`src/rtl/softplus_pkg.sv`:
```
// ---------------------------------------------------------------------------
// softplus_pkg
//
// Shared definitions for the softplus vector sequencer and the team that owns
// the softplus datapath:
//   - SP_DATA_W   : fixed-point activation word width
//   - SP_PIPE_LAT : default datapath latency, input to output, in cycles
//   - state_t     : sequencer FSM state encoding (IDLE, RUN, DRAIN, DONE)
//   - fifo_cnt_w  : width of an occupancy counter for a given FIFO depth
// ---------------------------------------------------------------------------
package softplus_pkg;

  localparam int SP_DATA_W   = 16;
  localparam int SP_PIPE_LAT = 2;

  // Plain vector encoding so the state can be probed and compared
  // directly by tools and logic that only know about bit vectors.
  typedef logic [1:0] state_t;

  localparam state_t ST_IDLE  = 2'd0;
  localparam state_t ST_RUN   = 2'd1;
  localparam state_t ST_DRAIN = 2'd2;
  localparam state_t ST_DONE  = 2'd3;

  // An occupancy counter must represent 0..depth inclusive.
  function automatic int fifo_cnt_w(input int depth);
    return $clog2(depth) + 1;
  endfunction

endpackage : softplus_pkg

```
`src/rtl/sync_fifo_tagged.sv`:
```
// ---------------------------------------------------------------------------
// sync_fifo_tagged
//
// Small synchronous first-word-fall-through FIFO that holds a result word
// concatenated with its element index tag.
//
// Ports:
//   clk        : clock, all state on the rising edge
//   reset      : synchronous, active-high; empties the FIFO
//   push       : write push_data this cycle
//   push_data  : entry to write ({data, idx} in the sequencer)
//   pop        : remove the head entry this cycle
//   pop_data   : head entry, valid while empty == 0
//   full       : count == DEPTH
//   empty      : count == 0
//   count      : current occupancy, 0..DEPTH
//
// A simultaneous push and pop is accepted even when full: the head leaves
// and the new entry takes its slot, so occupancy is unchanged.
// ---------------------------------------------------------------------------
module sync_fifo_tagged
  import softplus_pkg::*;
#(
  parameter int WIDTH = 24,
  parameter int DEPTH = 4
) (
  input  logic                    clk,
  input  logic                    reset,
  input  logic                    push,
  input  logic [WIDTH-1:0]        push_data,
  input  logic                    pop,
  output logic [WIDTH-1:0]        pop_data,
  output logic                    full,
  output logic                    empty,
  output logic [$clog2(DEPTH):0]  count
);

  localparam int PTR_W = $clog2(DEPTH);
  localparam int CNT_W = fifo_cnt_w(DEPTH);

  logic [PTR_W-1:0] wr_ptr_q, wr_ptr_d;
  logic [PTR_W-1:0] rd_ptr_q, rd_ptr_d;
  logic [CNT_W-1:0] count_q, count_d;
  logic [WIDTH-1:0] mem_q [DEPTH];

  logic do_push;
  logic do_pop;

  assign full     = (count_q == CNT_W'(DEPTH));
  assign empty    = (count_q == '0);
  assign count    = count_q;
  assign pop_data = mem_q[rd_ptr_q];

  always_comb begin
    // NOTE: every signal written here gets a value on every path before any
    // condition is tested; otherwise synthesis infers a latch to hold it.
    do_pop   = pop && !empty;
    do_push  = push && (!full || do_pop);
    wr_ptr_d = wr_ptr_q;
    rd_ptr_d = rd_ptr_q;
    count_d  = count_q;

    // DEPTH is a power of two, so pointer wrap is plain overflow.
    if (do_push) wr_ptr_d = wr_ptr_q + PTR_W'(1);
    if (do_pop)  rd_ptr_d = rd_ptr_q + PTR_W'(1);

    case ({do_push, do_pop})
      2'b10:   count_d = count_q + CNT_W'(1);
      2'b01:   count_d = count_q - CNT_W'(1);
      default: count_d = count_q;
    endcase
  end

  // NOTE: sequential state uses non-blocking assignments so every flop
  // samples the pre-edge value of every other flop, whatever the order.
  always_ff @(posedge clk) begin
    if (reset) begin
      wr_ptr_q <= '0;
      rd_ptr_q <= '0;
      count_q  <= '0;
    end else begin
      wr_ptr_q <= wr_ptr_d;
      rd_ptr_q <= rd_ptr_d;
      count_q  <= count_d;
    end
  end

  // NOTE: the storage array has no reset. Emptiness is tracked by the
  // counter alone, and leaving the RAM unreset lets it map to LUT-RAM or
  // a register file without a reset fan-out to every bit.
  always_ff @(posedge clk) begin
    if (do_push) mem_q[wr_ptr_q] <= push_data;
  end

endmodule : sync_fifo_tagged

```
`src/rtl/softplus_vector_sequencer.sv`:
```
// ---------------------------------------------------------------------------
// softplus_vector_sequencer
//
// Streams a vector of fixed-point pre-activations out of a synchronous RAM,
// through one shared softplus datapath (fixed latency, cannot stall), and
// into a small output FIFO that drains on a valid/ready stream. Each result
// is tagged with its element index.
//
// Ports:
//   clk, reset    : clock; synchronous active-high reset
//   start         : one-cycle launch pulse, honoured only while idle
//   base_addr     : RAM address of element 0 (sampled on start)
//   len           : element count 0..2^ADDR_W (sampled on start)
//   busy          : high from the accepted start until done
//   done          : one-cycle pulse once the last result has been accepted
//   mem_rd_en     : RAM read strobe
//   mem_rd_addr   : RAM read address, base + element index modulo 2^ADDR_W
//   mem_rd_data   : RAM read data, RD_LAT cycles after mem_rd_en
//   sp_data_in    : operand to the softplus datapath (0 on bubbles)
//   sp_data_out   : datapath result, PIPE_LAT cycles after sp_data_in
//   res_valid     : output FIFO head valid
//   res_ready     : downstream accept
//   res_data      : softplus result at the FIFO head (0 when empty)
//   res_idx       : element index of res_data (0 when empty)
//
// Flow control: an element is only read when the FIFO is guaranteed a free
// slot for it on arrival, i.e. FIFO occupancy plus elements still in the
// read/datapath pipeline stays below FIFO_DEPTH. Because the datapath
// cannot stall, this credit rule is what prevents FIFO overflow.
// ---------------------------------------------------------------------------
module softplus_vector_sequencer
  import softplus_pkg::*;
#(
  parameter int DATA_W     = SP_DATA_W,
  parameter int ADDR_W     = 8,
  parameter int RD_LAT     = 1,
  parameter int PIPE_LAT   = SP_PIPE_LAT,
  parameter int FIFO_DEPTH = 4
) (
  input  logic              clk,
  input  logic              reset,
  input  logic              start,
  input  logic [ADDR_W-1:0] base_addr,
  input  logic [ADDR_W:0]   len,
  output logic              busy,
  output logic              done,
  output logic              mem_rd_en,
  output logic [ADDR_W-1:0] mem_rd_addr,
  input  logic [DATA_W-1:0] mem_rd_data,
  output logic [DATA_W-1:0] sp_data_in,
  input  logic [DATA_W-1:0] sp_data_out,
  output logic              res_valid,
  input  logic              res_ready,
  output logic [DATA_W-1:0] res_data,
  output logic [ADDR_W-1:0] res_idx
);

  // Tracking pipe covers the RAM read plus the datapath.
  localparam int TRK_LEN = RD_LAT + PIPE_LAT;
  localparam int CNT_W   = fifo_cnt_w(FIFO_DEPTH);
  localparam int INF_W   = $clog2(TRK_LEN + 1);
  localparam int OCC_W   = CNT_W + INF_W;
  localparam int ENT_W   = DATA_W + ADDR_W;

  // -------------------------------------------------------------------------
  // State
  // -------------------------------------------------------------------------
  state_t                          state_q, state_d;
  logic [ADDR_W-1:0]               base_q, base_d;
  logic [ADDR_W:0]                 len_q, len_d;
  logic [ADDR_W:0]                 issue_cnt_q, issue_cnt_d;
  logic [TRK_LEN-1:0]              trk_valid_q, trk_valid_d;
  logic [TRK_LEN-1:0][ADDR_W-1:0]  trk_idx_q, trk_idx_d;

  // -------------------------------------------------------------------------
  // Combinational helpers
  // -------------------------------------------------------------------------
  logic              issue;
  logic              credit_ok;
  logic [INF_W-1:0]  inflight_cnt;
  logic [OCC_W-1:0]  occupancy;
  logic [ADDR_W-1:0] issue_idx;

  logic              fifo_push;
  logic              fifo_pop;
  logic              fifo_full;
  logic              fifo_empty;
  logic [CNT_W-1:0]  fifo_count;
  logic [ENT_W-1:0]  fifo_wdata;
  logic [ENT_W-1:0]  fifo_rdata;

  // Elements already committed to a FIFO slot: those queued in the FIFO
  // plus those still travelling through the RAM read and the datapath.
  always_comb begin
    inflight_cnt = '0;
    for (int i = 0; i < TRK_LEN; i++) begin
      inflight_cnt = inflight_cnt + INF_W'(trk_valid_q[i]);
    end
    occupancy = OCC_W'(fifo_count) + OCC_W'(inflight_cnt);
    credit_ok = (occupancy < OCC_W'(FIFO_DEPTH));
  end

  // Element index is the low ADDR_W bits of the issue counter; a full
  // 2^ADDR_W vector therefore tags 0..2^ADDR_W-1.
  assign issue_idx = issue_cnt_q[ADDR_W-1:0];

  // -------------------------------------------------------------------------
  // Control FSM
  // -------------------------------------------------------------------------
  always_comb begin
    state_d     = state_q;
    base_d      = base_q;
    len_d       = len_q;
    issue_cnt_d = issue_cnt_q;
    issue       = 1'b0;

    case (state_q)
      ST_IDLE: begin
        if (start) begin
          base_d      = base_addr;
          len_d       = len;
          issue_cnt_d = '0;
          state_d     = (len == '0) ? ST_DONE : ST_RUN;
        end
      end

      ST_RUN: begin
        if (issue_cnt_q == len_q) begin
          state_d = ST_DRAIN;
        end else if (credit_ok) begin
          issue       = 1'b1;
          issue_cnt_d = issue_cnt_q + (ADDR_W + 1)'(1);
        end
      end

      // done must follow the final downstream accept, so wait for both the
      // pipeline and the FIFO to be empty.
      ST_DRAIN: begin
        if ((inflight_cnt == '0) && fifo_empty) state_d = ST_DONE;
      end

      ST_DONE: begin
        state_d = ST_IDLE;
      end

      default: begin
        state_d = ST_IDLE;
      end
    endcase
  end

  // -------------------------------------------------------------------------
  // Tracking shift register: one valid/index tag per element in flight.
  // It advances every cycle; a bubble enters whenever nothing is issued.
  // -------------------------------------------------------------------------
  always_comb begin
    trk_valid_d = {trk_valid_q[TRK_LEN-2:0], issue};
    trk_idx_d   = {trk_idx_q[TRK_LEN-2:0], (issue ? issue_idx : {ADDR_W{1'b0}})};
  end

  // -------------------------------------------------------------------------
  // Registers
  // -------------------------------------------------------------------------
  always_ff @(posedge clk) begin
    if (reset) begin
      state_q     <= ST_IDLE;
      base_q      <= '0;
      len_q       <= '0;
      issue_cnt_q <= '0;
      trk_valid_q <= '0;
      trk_idx_q   <= '0;
    end else begin
      state_q     <= state_d;
      base_q      <= base_d;
      len_q       <= len_d;
      issue_cnt_q <= issue_cnt_d;
      trk_valid_q <= trk_valid_d;
      trk_idx_q   <= trk_idx_d;
    end
  end

  // -------------------------------------------------------------------------
  // RAM and datapath interface
  // -------------------------------------------------------------------------
  assign busy        = (state_q != ST_IDLE);
  assign done        = (state_q == ST_DONE);
  assign mem_rd_en   = issue;
  // Address wraps modulo 2^ADDR_W by construction of the adder width.
  assign mem_rd_addr = issue ? (base_q + issue_idx) : '0;

  // Only forward RAM data in the cycle its tag says it is live, so the
  // datapath sees zeros on bubbles rather than stale read data.
  assign sp_data_in  = trk_valid_q[RD_LAT-1] ? mem_rd_data : '0;

  // Results leave the datapath in the same cycle their tag reaches the end
  // of the tracking pipe. Tags cleared by reset make late datapath outputs
  // from an aborted vector harmless.
  assign fifo_push   = trk_valid_q[TRK_LEN-1];
  assign fifo_wdata  = {sp_data_out, trk_idx_q[TRK_LEN-1]};

  // -------------------------------------------------------------------------
  // Output FIFO
  // -------------------------------------------------------------------------
  assign res_valid = !fifo_empty;
  assign fifo_pop  = res_valid && res_ready;

  sync_fifo_tagged #(
    .WIDTH (ENT_W),
    .DEPTH (FIFO_DEPTH)
  ) u_out_fifo (
    .clk       (clk),
    .reset     (reset),
    .push      (fifo_push),
    .push_data (fifo_wdata),
    .pop       (fifo_pop),
    .pop_data  (fifo_rdata),
    .full      (fifo_full),
    .empty     (fifo_empty),
    .count     (fifo_count)
  );

  // Hold outputs at zero while empty so the stream never exposes stale
  // storage contents.
  assign res_data = res_valid ? fifo_rdata[ENT_W-1:ADDR_W] : '0;
  assign res_idx  = res_valid ? fifo_rdata[ADDR_W-1:0]     : '0;

  // The credit rule means a push can only meet a full FIFO if a pop frees
  // the slot in the same cycle.
  push_into_full_a : assert property (
    @(posedge clk) disable iff (reset) (fifo_push && fifo_full) |-> fifo_pop
  );

endmodule : softplus_vector_sequencer

```
`config.mk`:
```
export PLATFORM = sky130hd
export DESIGN_NAME = softplus_vector_sequencer
export DESIGN_NICKNAME = d
export VERILOG_FILES = /design/src/rtl/softplus_pkg.sv /design/src/rtl/sync_fifo_tagged.sv /design/src/rtl/softplus_vector_sequencer.sv
export SDC_FILE = /design/constraint.sdc
export NUM_CORES = 1
export LEC_CHECK = 0
export CORE_MARGIN = 2
export CORE_UTILIZATION = 35
export CTS_CLUSTER_DIAMETER = 60
export DETAILED_ROUTE_END_ITERATION = 10
export GPL_TIMING_DRIVEN = 0
export PLACE_DENSITY_LB_ADDON = 0.2
export SYNTH_ARGS = -nofsm -noshare
export SYNTH_HDL_FRONTEND = slang
export SYNTH_SLANG_ARGS = --single-unit
```
`constraint.sdc`:
```
create_clock -name clk -period 2.1 [get_ports clk]
set_input_delay 0.315 -clock clk [delete_from_list [all_inputs] [get_ports clk]]
set_output_delay 0.315 -clock clk [all_outputs]
set_load 0.05 [all_outputs]
```
# After elaboration in Yosys (flattened, before gate mapping)
# Memories as Yosys holds them, arrays and structs flattened. A register that Yosys moved wholly into a read port is not among the register bits.
# Cells that the tools add are included.
classes:
  n_addsub: 9
  multipliers: 0
  div: 0
  order_cmp: 1
  n_eq_ne: 12
  shifts: 0
  n_mux: 21
  bitwise_logic: 1
  reduce_logical: 18
ops:
  columns: ["op", "n"]
  rows:
  - ["two-way mux 16 bit", 2]
  - ["two-way mux 9 bit", 3]
  - ["case mux 9 bit (2 select lines)", 1]
  - ["two-way mux 8 bit", 2]
  - ["two-way mux 2 bit", 6]
  - ["inequality test 2 bit, second input constant", 5]
  - ["adder 9 x 1 -> 9 bit, second input constant", 1]
  - ["equality test 9 bit", 1]
  - ["zero test 9 bit", 1]
  - ["adder 8 bit", 1]
  - ["case mux 2 bit (4 select lines)", 1]
  - ["equality test 2 bit, second input constant", 3]
  - ["case mux 3 bit (2 select lines)", 1]
  - ["nonzero test 2 bit", 3]
  - ["two-way mux 1 bit", 5]
  - ["adder 2 x 1 -> 2 bit, second input constant", 2]
  - ["adder 3 x 2 -> 4 bit", 1]
  - ["equality test 2 x 1 -> 1 bit, second input constant", 2]
  - ["logical AND 1 bit", 4]
  - ["zero test 2 bit", 2]
  - ["less-than comparator 4 x 3 -> 1 bit, second input constant", 1]
  - ["AND reduction 4 bit", 1]
  - ["adder 3 x 1 -> 3 bit, second input constant", 1]
  - ["equality test 3 bit, second input constant", 1]
  - ["other kinds (10)", 11]
word_totals:
  ff_bits: 62
  latchBits: 0
  ram_bits: 96
  rom_bits: 0
  inputBits: 53
  output_inout_bits: 52
  wordCells: 74
  mem_count: 1
mem_list:
  columns: ["name", "depth", "word_bits", "rd", "rd_clocked_by_memory_dff", "write_ports", "line_no", "source"]
  rows:
  - ["u_out_fifo.mem_q", 4, 24, 1, 1, 1, "sync_fifo_tagged.sv:44", "logic [WIDTH-1:0] mem_q [DEPTH];"]

# Longest topological paths before layout
depth:
  ltp_word: 9
  ltp_mapped: 10
  mapped_depth_nobuf: 10

# Hierarchy
# Synthesis repeated with hierarchy kept, for this count alone.
unflattened:
  cells_unflattened: 515
  area_unflattened_um2: 6830.3
modules_own_cells:
  columns: ["module", "instances", "cells_each", "area_per_inst_um2", "seq_area_each_um2"]
  rows:
  - ["sync_fifo_tagged", 1, 180, 3977.6, 3062.9]
  - ["softplus_vector_sequencer", 1, 335, 2852.7, 1101.1]

# Least setup slack after synthesis
# OpenSTA, ideal clock, no wires.
synth_timing:
  kind: "reg-to-output"
  start: "register issue_cnt_q[0]"
  end: "output mem_rd_addr[6]"
  t_arrival_ps: 2292
  required_time_ps: 1785
  slack_ps: -507
  path_stages_with_launch: 9
  n_path_buf: 0
  path_cell_list: "dfxtp_1 ha_1 fa_1 a21o_1 a21oi_1 o21bai_1 a21oi_1 xor2_1 nor2_1"
synth_between:
  elab_chain_len: 4
  word_cells_on_any_way: 5
  classes_between: "add/sub: 1; eq/ne: 1; mux: 3"
synth_rtl:
  columns: ["element", "line_no", "source"]
  rows:
  - ["start, declared", "softplus_vector_sequencer.sv:71", "logic [ADDR_W:0] issue_cnt_q, issue_cnt_d;"]
  - ["start signal, assigned", "softplus_vector_sequencer.sv:176", "issue_cnt_q <= issue_cnt_d;"]
  - ["branches (longest 3 deep; another with adder 8 bit)", null, null]
  - ["two-way mux 8 bit *", "softplus_vector_sequencer.sv:189", "assign mem_rd_addr = issue ? (base_q + issue_idx) : '0;"]
  - ["end, declared", "softplus_vector_sequencer.sv:48", "output logic [ADDR_W-1:0] mem_rd_addr,"]
# Mark *: on every way between the ends.

# Final worst setup path
# Ends and elaborated chain as after synthesis.

==> summary.md <==
| Metric | Value |
|---|---|
| Leak | `3.45 nW` |
| Post-synthesis sequential area ratio | `0.629` |
| Worst-path fanout max | `2` |
| DP Cell Count | `between 800 and 900` |
| CP startpoint kind | `flop` |
| Share of layout cells above drive strength 1 | `0.360` |
| Die height | `142 µm` |
| Worst min path class | `input pin to flop` |
| Clock network power share | `0.328` |
| Sequential Power Share | `0.379` |
| Comb pwr share | `0.293` |
| Via count | `4300` |
| Synth-to-Final Area Change | `41.8%` |
| CTS tree | `done` |
| Clk Latency, worst-skew pair | `around 0.42 ns` |
| CP max stage cell | `dfxtp_4` |
| Syn. warnings | `0` |
| Layout Nets | `between 700 and 800` |
| Design area | `between 9000 and 10000 µm²` |
| WP buf/inv | `1` |
| Final Hold Viols | `0` |
| Fmax | `between 300 and 400 MHz` |
| Count of input and output buffers | `103` |
| Cts bufs inserted | `17` |
| Commonest cells after routing, fill and taps aside | `96 x edfxtp_1, 51 x clkdlybuf4s50_1, 49 x dfxtp_1` |
| First-pass GRT wire length | `around 23 mm` |
| Fin crit period | `around 2.7 ns` |
| Vias per Instance | `4.78` |
| Root Driver | `clkbuf_16` |
| Reg2reg start | `trk_valid_q[2]$_SDFF_PP0_` |
| Detailed Routing Iterations Pass 1 | `4` |
| Failing checks | `negative setup slack` |
| Placement Cell Area | `just over 8000 µm²` |
| Hold Path End | `issue_cnt_q[4]$_SDFFE_PP0P_` |
| Final Hold Slack | `approximately 0.24 ns` |
| Final worst-path cycle share | `1.27` |
| Post-synth EDFFs | `96` |
| Clock sinks | `between 150 and 200` |
| GRT Total Usage | `0.150` |
| Setup tns final | `-8.20 ns` |
| CP arrival | `roughly 2.3 ns` |
| Mapped Area | `between 6000 and 7000 µm²` |
| Cells on Worst Hold Path | `3` |
| Worst Skew | `between 0.008 and 0.009 ns` |
| Synth Area per Inst | `roughly 13 µm²` |
| Die area | `20000 µm²` |
| Max incr delay on CP | `~0.36 ns` |
| Final ANT Viol Nets | `0` |
| Worst EP required | `1.78 ns` |
| Slew Limit Fails | `0` |
| Worst path top cell family by delay | `compound AO/OA/AOI/OAI gates` |
| Initial drt markers | `approximately 200` |
| Drt wl/cell | `~16 µm` |
| Commonest non-fill, non-tap cell in the layout | `edfxtp_1` |
| Final GP Congestion | `0.842` |
| Grt ovf | `0` |
| Pin count of the biggest net entering global routing | `25` |
| Clock Path Buffers | `2` |
| Chip width | `around 140 µm` |
| Tot Pwr | `a little over 9 mW` |
| Post-synth cell types | `between 40 and 50` |
| Cell-internal power | `between 6 and 7 mW` |
| Max-capacitance violation count | `0` |
| Sw frac | `0.318` |
| Antenna violations before repair | `0` |
| Hold path start | `reset` |
| Antenna cell count | `0` |
| Final WS setup | `-0.558 ns` |
| Final std cells w/o fill | `900` |
| WL final | `between 10 and 15 mm` |
| Slew @ Worst Pin | `0.692 ns` |
| Slew headroom | `0.538` |
| Status | `finished with violations` |
| Final setup violating endpoints | `39` |
| Cell count after synthesis | `roughly 500` |
| Length in cells of the worst reg-to-reg path | `13` |
| Core Box Area | `~19000 µm²` |
| Reg2Reg Setup Slack | `-0.27 ns` |
| Worst Path Class, Setup | `flop to output port` |
| Drc violations | `0` |
| Critical path endpoint category | `output port` |
| Vias in the first global route | `around 4500` |
| Initial Util | `0.355` |
| Row cnt | `50` |
| VDD IR-drop max | `0.619 mV` |
| Crit path cell chain | `ha_4 > fa_2 > a21o_1 > a21oi_2 > o21bai_1 > a21oi_1 > xor2_1 > nor2_4 > buf_6` |
| Dpl hpwl | `around 9.3 mm` |
| P_sw | `roughly 3.0 mW` |
| PwrDens | `993 nW/µm²` |
| RSZ-0062 raised after global routing | `yes` |
| Reg2reg end | `issue_cnt_q[5]$_SDFFE_PP0P_` |
| H-tree Lvls | `4` |
| I/O pin cnt | `roughly 110` |
| Syn Nets | `573` |
| Post-synth top flop | `edfxtp_1` |
| #FFs+latches synth | `160` |
| Clk slew on worst S/H paths | `approximately 0.06 ns` |
| Async SR Flop Fraction | `0` |
-- power groups by stage --
stage / combinational [mW] / sequential, mW / clock, mW
floorplan: 1.50 / 3.58 / 0
global placement: 2.08 / 3.60 / 0
detailed placement: 2.13 / 3.61 / 0
CTS: 2.57 / 3.54 / 3.15
global route: 2.91 / 3.55 / 3.27
finish: 2.73 / 3.54 / 3.06
-- flip-flops by register name, summed over array words and instances (netlist names), named ones only --
signal               flops
u_out_fifo.rd_ptr_q      2
len_q                    9
trk_idx_d               16
base_q                   8
u_out_fifo.count         3
fifo_wdata               8
u_out_fifo.wr_ptr_q      2
issue_cnt_q              9
trk_valid_q              3
state_q                  2
u_out_fifo.mem_q        96
-- synth_stat cells, drive strengths merged (5+ instances only) --
master / instances / share of area
o21ai: 5 / 0.0038
and2: 52 / 0.049
buf: 7 / 0.0064
and3: 5 / 0.0055
ha: 18 / 0.034
xor2: 15 / 0.020
a21oi: 27 / 0.020
clkbuf: 13 / 0.0074
mux4: 24 / 0.082
a21o: 6 / 0.0068
nor2b: 17 / 0.016
xnor2: 6 / 0.0079
edfxtp: 96 / 0.44
nor2: 31 / 0.018
inv: 19 / 0.011
dfxtp: 64 / 0.19
nor3: 12 / 0.0098
nand2: 46 / 0.026
nand3: 6 / 0.0053
-- repair_timing --
item,in CTS,in global routing
cloned,1,0
setup buffers,27,12
gates resized for setup,368,43
pin swaps,26,20
hold buffers,0,0
setup endpoints to repair,162,50
-- tightest hold or removal path, delay by kind of cell --
kind	cells	cell delay, ns
compound gates	2	0.18
buf+inv	1	0.12
-- per-stage QoR --
stage                      util  setup slack, ns
final                     0.504           -0.558
after global routing      0.504           -0.689
after CTS                 0.494           -0.648
after detailed placement  0.432           -0.802
after global placement    0.432           -0.773
after floorplan               -          -0.0319
-- worst max path at each step --
stage | end | start | cells after the start
2_1_floorplan | mem_rd_addr[6] | issue_cnt_q[0]$_SDFFE_PP0P_ | 8
3_3_place_gp | mem_rd_addr[6] | issue_cnt_q[0]$_SDFFE_PP0P_ | 9
3_5_place_dp | res_idx[6] | flop | 5
4_1_cts | mem_rd_addr[6] | issue_cnt_q[0]$_SDFFE_PP0P_ | 9
5_1_grt | mem_rd_addr[6] | issue_cnt_q[0]$_SDFFE_PP0P_ | 9
6_report | mem_rd_addr[6] | issue_cnt_q[0]$_SDFFE_PP0P_ | 9
-- final cells by class --
type | count | area (µm²)
tap | 234 | 293
clock buffer | 18 | 429
clock inverter | 14 | 155
timing repair buffer | 139 | 1490
multi-input combinational | 300 | 2650
sequential | 160 | 4200
buffer | 16 | 109
inverter | 19 | 75.1
fill | 1633 | 9250
-- layer usage --
metal	GRT usage	vias to the layer above	part of all wire
met4	0.0432	0	0.0079
li1	-	2094	-
met3	0.0432	8	0.056
met1	0.186	2070	0.42
met2	0.258	128	0.51
met5	0	-	0
-- cells by family after synthesis --
| group | synth area share |
|---|---|
| simple gates | 0.145 |
| flops | 0.629 |
| compound gates | 0.0483 |
| buf+inv | 0.0246 |
| xor+xnor | 0.0278 |
| mux | 0.0831 |
| fa+ha+maj | 0.0431 |
Power figures use the tool's default switching activity.
==> RTL edit 1 (same flow settings) <==
The parameter `RD_LAT` goes from 1 to 2.
--- a/src/rtl/softplus_vector_sequencer.sv
+++ b/src/rtl/softplus_vector_sequencer.sv
@@ -34,5 +34,5 @@
   parameter int DATA_W     = SP_DATA_W,
   parameter int ADDR_W     = 8,
-  parameter int RD_LAT     = 1,
+  parameter int RD_LAT     = 2,
   parameter int PIPE_LAT   = SP_PIPE_LAT,
   parameter int FIFO_DEPTH = 4
Behaviour: not the same (Yosys sat finds a counterexample within 4 cycles, from zero or initial values and one cycle with reset high).
==> RTL edit 1 against the original RTL <==
- the run still ends with setup timing left
- wire length is 4.7% higher
- largest power group unchanged
- power is 3.6% lower
- sequential cell count is 9 higher
- sequential power is 4% higher
- largest cell class unchanged
- area after synthesis is 5.9% higher
- design area is 4.2% higher
- worst hold slack better by 0.19 ns
- worst setup slack worse by 0.58 ns
==> RTL edit 1: results <==
[timing]
setup_violations = 50
final.setup.worst_slack_ns = -1.14

[synthesis]
synth_nets = 617
synth_adder_area_share = 0.0460
synth_area_leaders = "edfxtp_1, dfxtp_1, mux4_2"
synth.area.mux_share = 0.0799
syn-instance-count = 540
synth_xor_area_frac = 0.0237
synth_compound_area_frac = 0.0567
synth-seq-area-share = 0.619

[global_route]
globalRouteMet2Util = 0.257

[final_layout]
layout-drive-gt1-share = 0.313
nNetsFinal = 763

[worst_setup_path]
reg2reg_slack_ns = -0.65
arrival_ns = 2.93
worstSetupStartpoint = "trk_valid_q[1]$_SDFF_PP0_"

[route]
wl_met2_um = 7910
viasPerCell = 4.76
wl_met1_um = 6520
drtIter0Drc = 236
wl_met3_um = 596
wl_per_cell_um = 15.8

[placement]
place_area_mm2 = 0.00856
place.gp.congestion = 0.855
place_inst = 909
pre_cts_slack_ns = -1.40

[power_and_ir_drop]
ir_drop_v = 0.000596
power_leakage_nw = 3.62
total_power_mw = 8.99

[status]
status = "complete, but fails checks"
violations = "setup timing"

[clock_network]
post_cts_resized = 336
## RTL edit 1: cell types whose count changed after synthesis, moves of 5 or more
cell	delta
dfxtp_1	+9
a21o_1	-5
xnor2_1	+8
and3_1	+10
nor2_1	-11
nand3_1	+7
xor2_1	-10
nor2b_1	+13
nand2b_1	+7
clkbuf_1	+7
inv_1	-5
## RTL edit 1: worst max-delay path, cell delays in order, from the launching register on
cell and delay, ns:
dfxtp_4 0.35, fa_1 0.54, ha_2 0.19, ha_4 0.14, ha_4 0.20, nor3_4 0.20, nand2_2 0.11, a31oi_4 0.23
nand2_4 0.17, a21oi_4 0.21, buf_8 0.17
## RTL edit 1: final cells by class
type	instances	share of cell area
Clock buffer	17	0.0435
Sequential cell	169	0.446
Clock inverter	15	0.0176
Inverter	14	0.00575
Tap cell	265	0.0339
Multi-Input combinational cell	331	0.290
Buffer	22	0.0170
Timing Repair Buffer	131	0.147
==> RTL edit 2 (same flow settings) <==
Made on the original files. Compare `count_q` against `CNT_W'(DEPTH)` with >= in place of ==.
--- a/src/rtl/sync_fifo_tagged.sv
+++ b/src/rtl/sync_fifo_tagged.sv
@@ -47,5 +47,5 @@
   logic do_pop;
 
-  assign full     = (count_q == CNT_W'(DEPTH));
+  assign full     = (count_q >= CNT_W'(DEPTH));
   assign empty    = (count_q == '0);
   assign count    = count_q;
Behaviour: no difference found for any inputs over 10 cycles, from zero or initial values and one cycle with reset high; that may be too few to reach the edited logic, so the function may still have changed.
==> RTL edit 2 against the original RTL <==
- the flow still finishes with violations (setup timing)
- worst hold slack improved by 0.19 ns
- area after synthesis is 1.3% higher
- count of clock-buffer cells in the layout down 1
- design area shrank 1.8%
- non-clock buffer count up 8
- sequential cell count is the same
- fmax shrank 7.2%
- via count is 4.1% higher
- worst setup slack lost 0.21 ns
- power fell by 3.7%
- highest routed layer unchanged
- wire length down 1.9%
- sequential power hardly changed
- critical path depth increased by 3
==> RTL edit 2: results <==
[status]
status = "complete, but fails checks"
violations = "setup timing"

[synthesis]
synth_cell_type_count = 51
synth_compound_area_frac = 0.0606
synth_adder_area_share = 0.0425
avgSynthCellArea_um2 = 13.1
synth_nets = 585
synth.area.mux_share = 0.0820
synth-seq-area-share = 0.620
synth_common_cells = "edfxtp_1, dfxtp_1, and2_1"
synth_xor_area_frac = 0.0248

[final_layout]
area_growth_pct = 37.4
design.seq.count = 160
instances_no_fill = 916
finalInstanceArea_mm2 = 0.00922
layout-drive-gt1-share = 0.320
fillerInstances = 1687
layout.nonclk_buf_frac = 0.172
nNetsFinal = 743
multi_input_area_share = 0.275
clk_share = 0.0582

[worst_setup_path]
critical_path.slowest_cell = "fa_2"
worstReg2RegEnd = "issue_cnt_q[3]$_SDFFE_PP0P_"
reg2reg_depth = 10

[placement]
place_inst = 849
portBuffers = 104
place.gp.congestion = 0.825
place_area_mm2 = 0.00811
place_hpwl_um = 9540

[timing]
setup_violations = 45
final.setup.worst_slack_ns = -0.764
setup_tns_ns = -10.45

[clock_network]
post_cts_resized = 209

[global_route]
use_met1 = 0.179
grt_pass1_wl_um = 22800
met3_usage = 0.0400

[worst_hold_path]
hp-start = "trk_idx_d[16]$_SDFF_PP0_"

[power_and_ir_drop]
total_power_mw = 8.98
switching_share = 0.315
ir_drop_v = 0.000634
RTL edit 2: cell types whose count changed in the layout (fill, tap and decap cells not counted), moves of 6 or more:
cell | unedited run | this run
buf_8 | 20 | 6
xor2_1 | 14 | 5
buf_6 | 26 | 32
buf_4 | 19 | 28
dfxtp_1 | 49 | 55
nor2_4 | 8 | 1
and3_1 | 0 | 8
xnor2_1 | 5 | 14
RTL edit 2: worst max path at each step:
| stage | to | depth (start not counted) |
|---|---|---|
| finish | mem_rd_addr[6] | 12 |
| global route | mem_rd_addr[6] | 12 |
| CTS | mem_rd_addr[6] | 12 |
| detailed placement | mem_rd_addr[6] | 12 |
| global placement | mem_rd_addr[6] | 8 |
| floorplan | mem_rd_addr[6] | 11 |
RTL edit 2: metrics by stage:
| step | hold WS, ns | setup slack, ns |
|---|---|---|
| after floorplan | 0.414 | -0.361 |
| after detailed placement | 0.426 | -1.11 |
| after CTS | 0.441 | -0.868 |
| after global routing | 0.441 | -0.891 |
| final | 0.437 | -0.764 |
| after global placement | 0.420 | -1.12 |
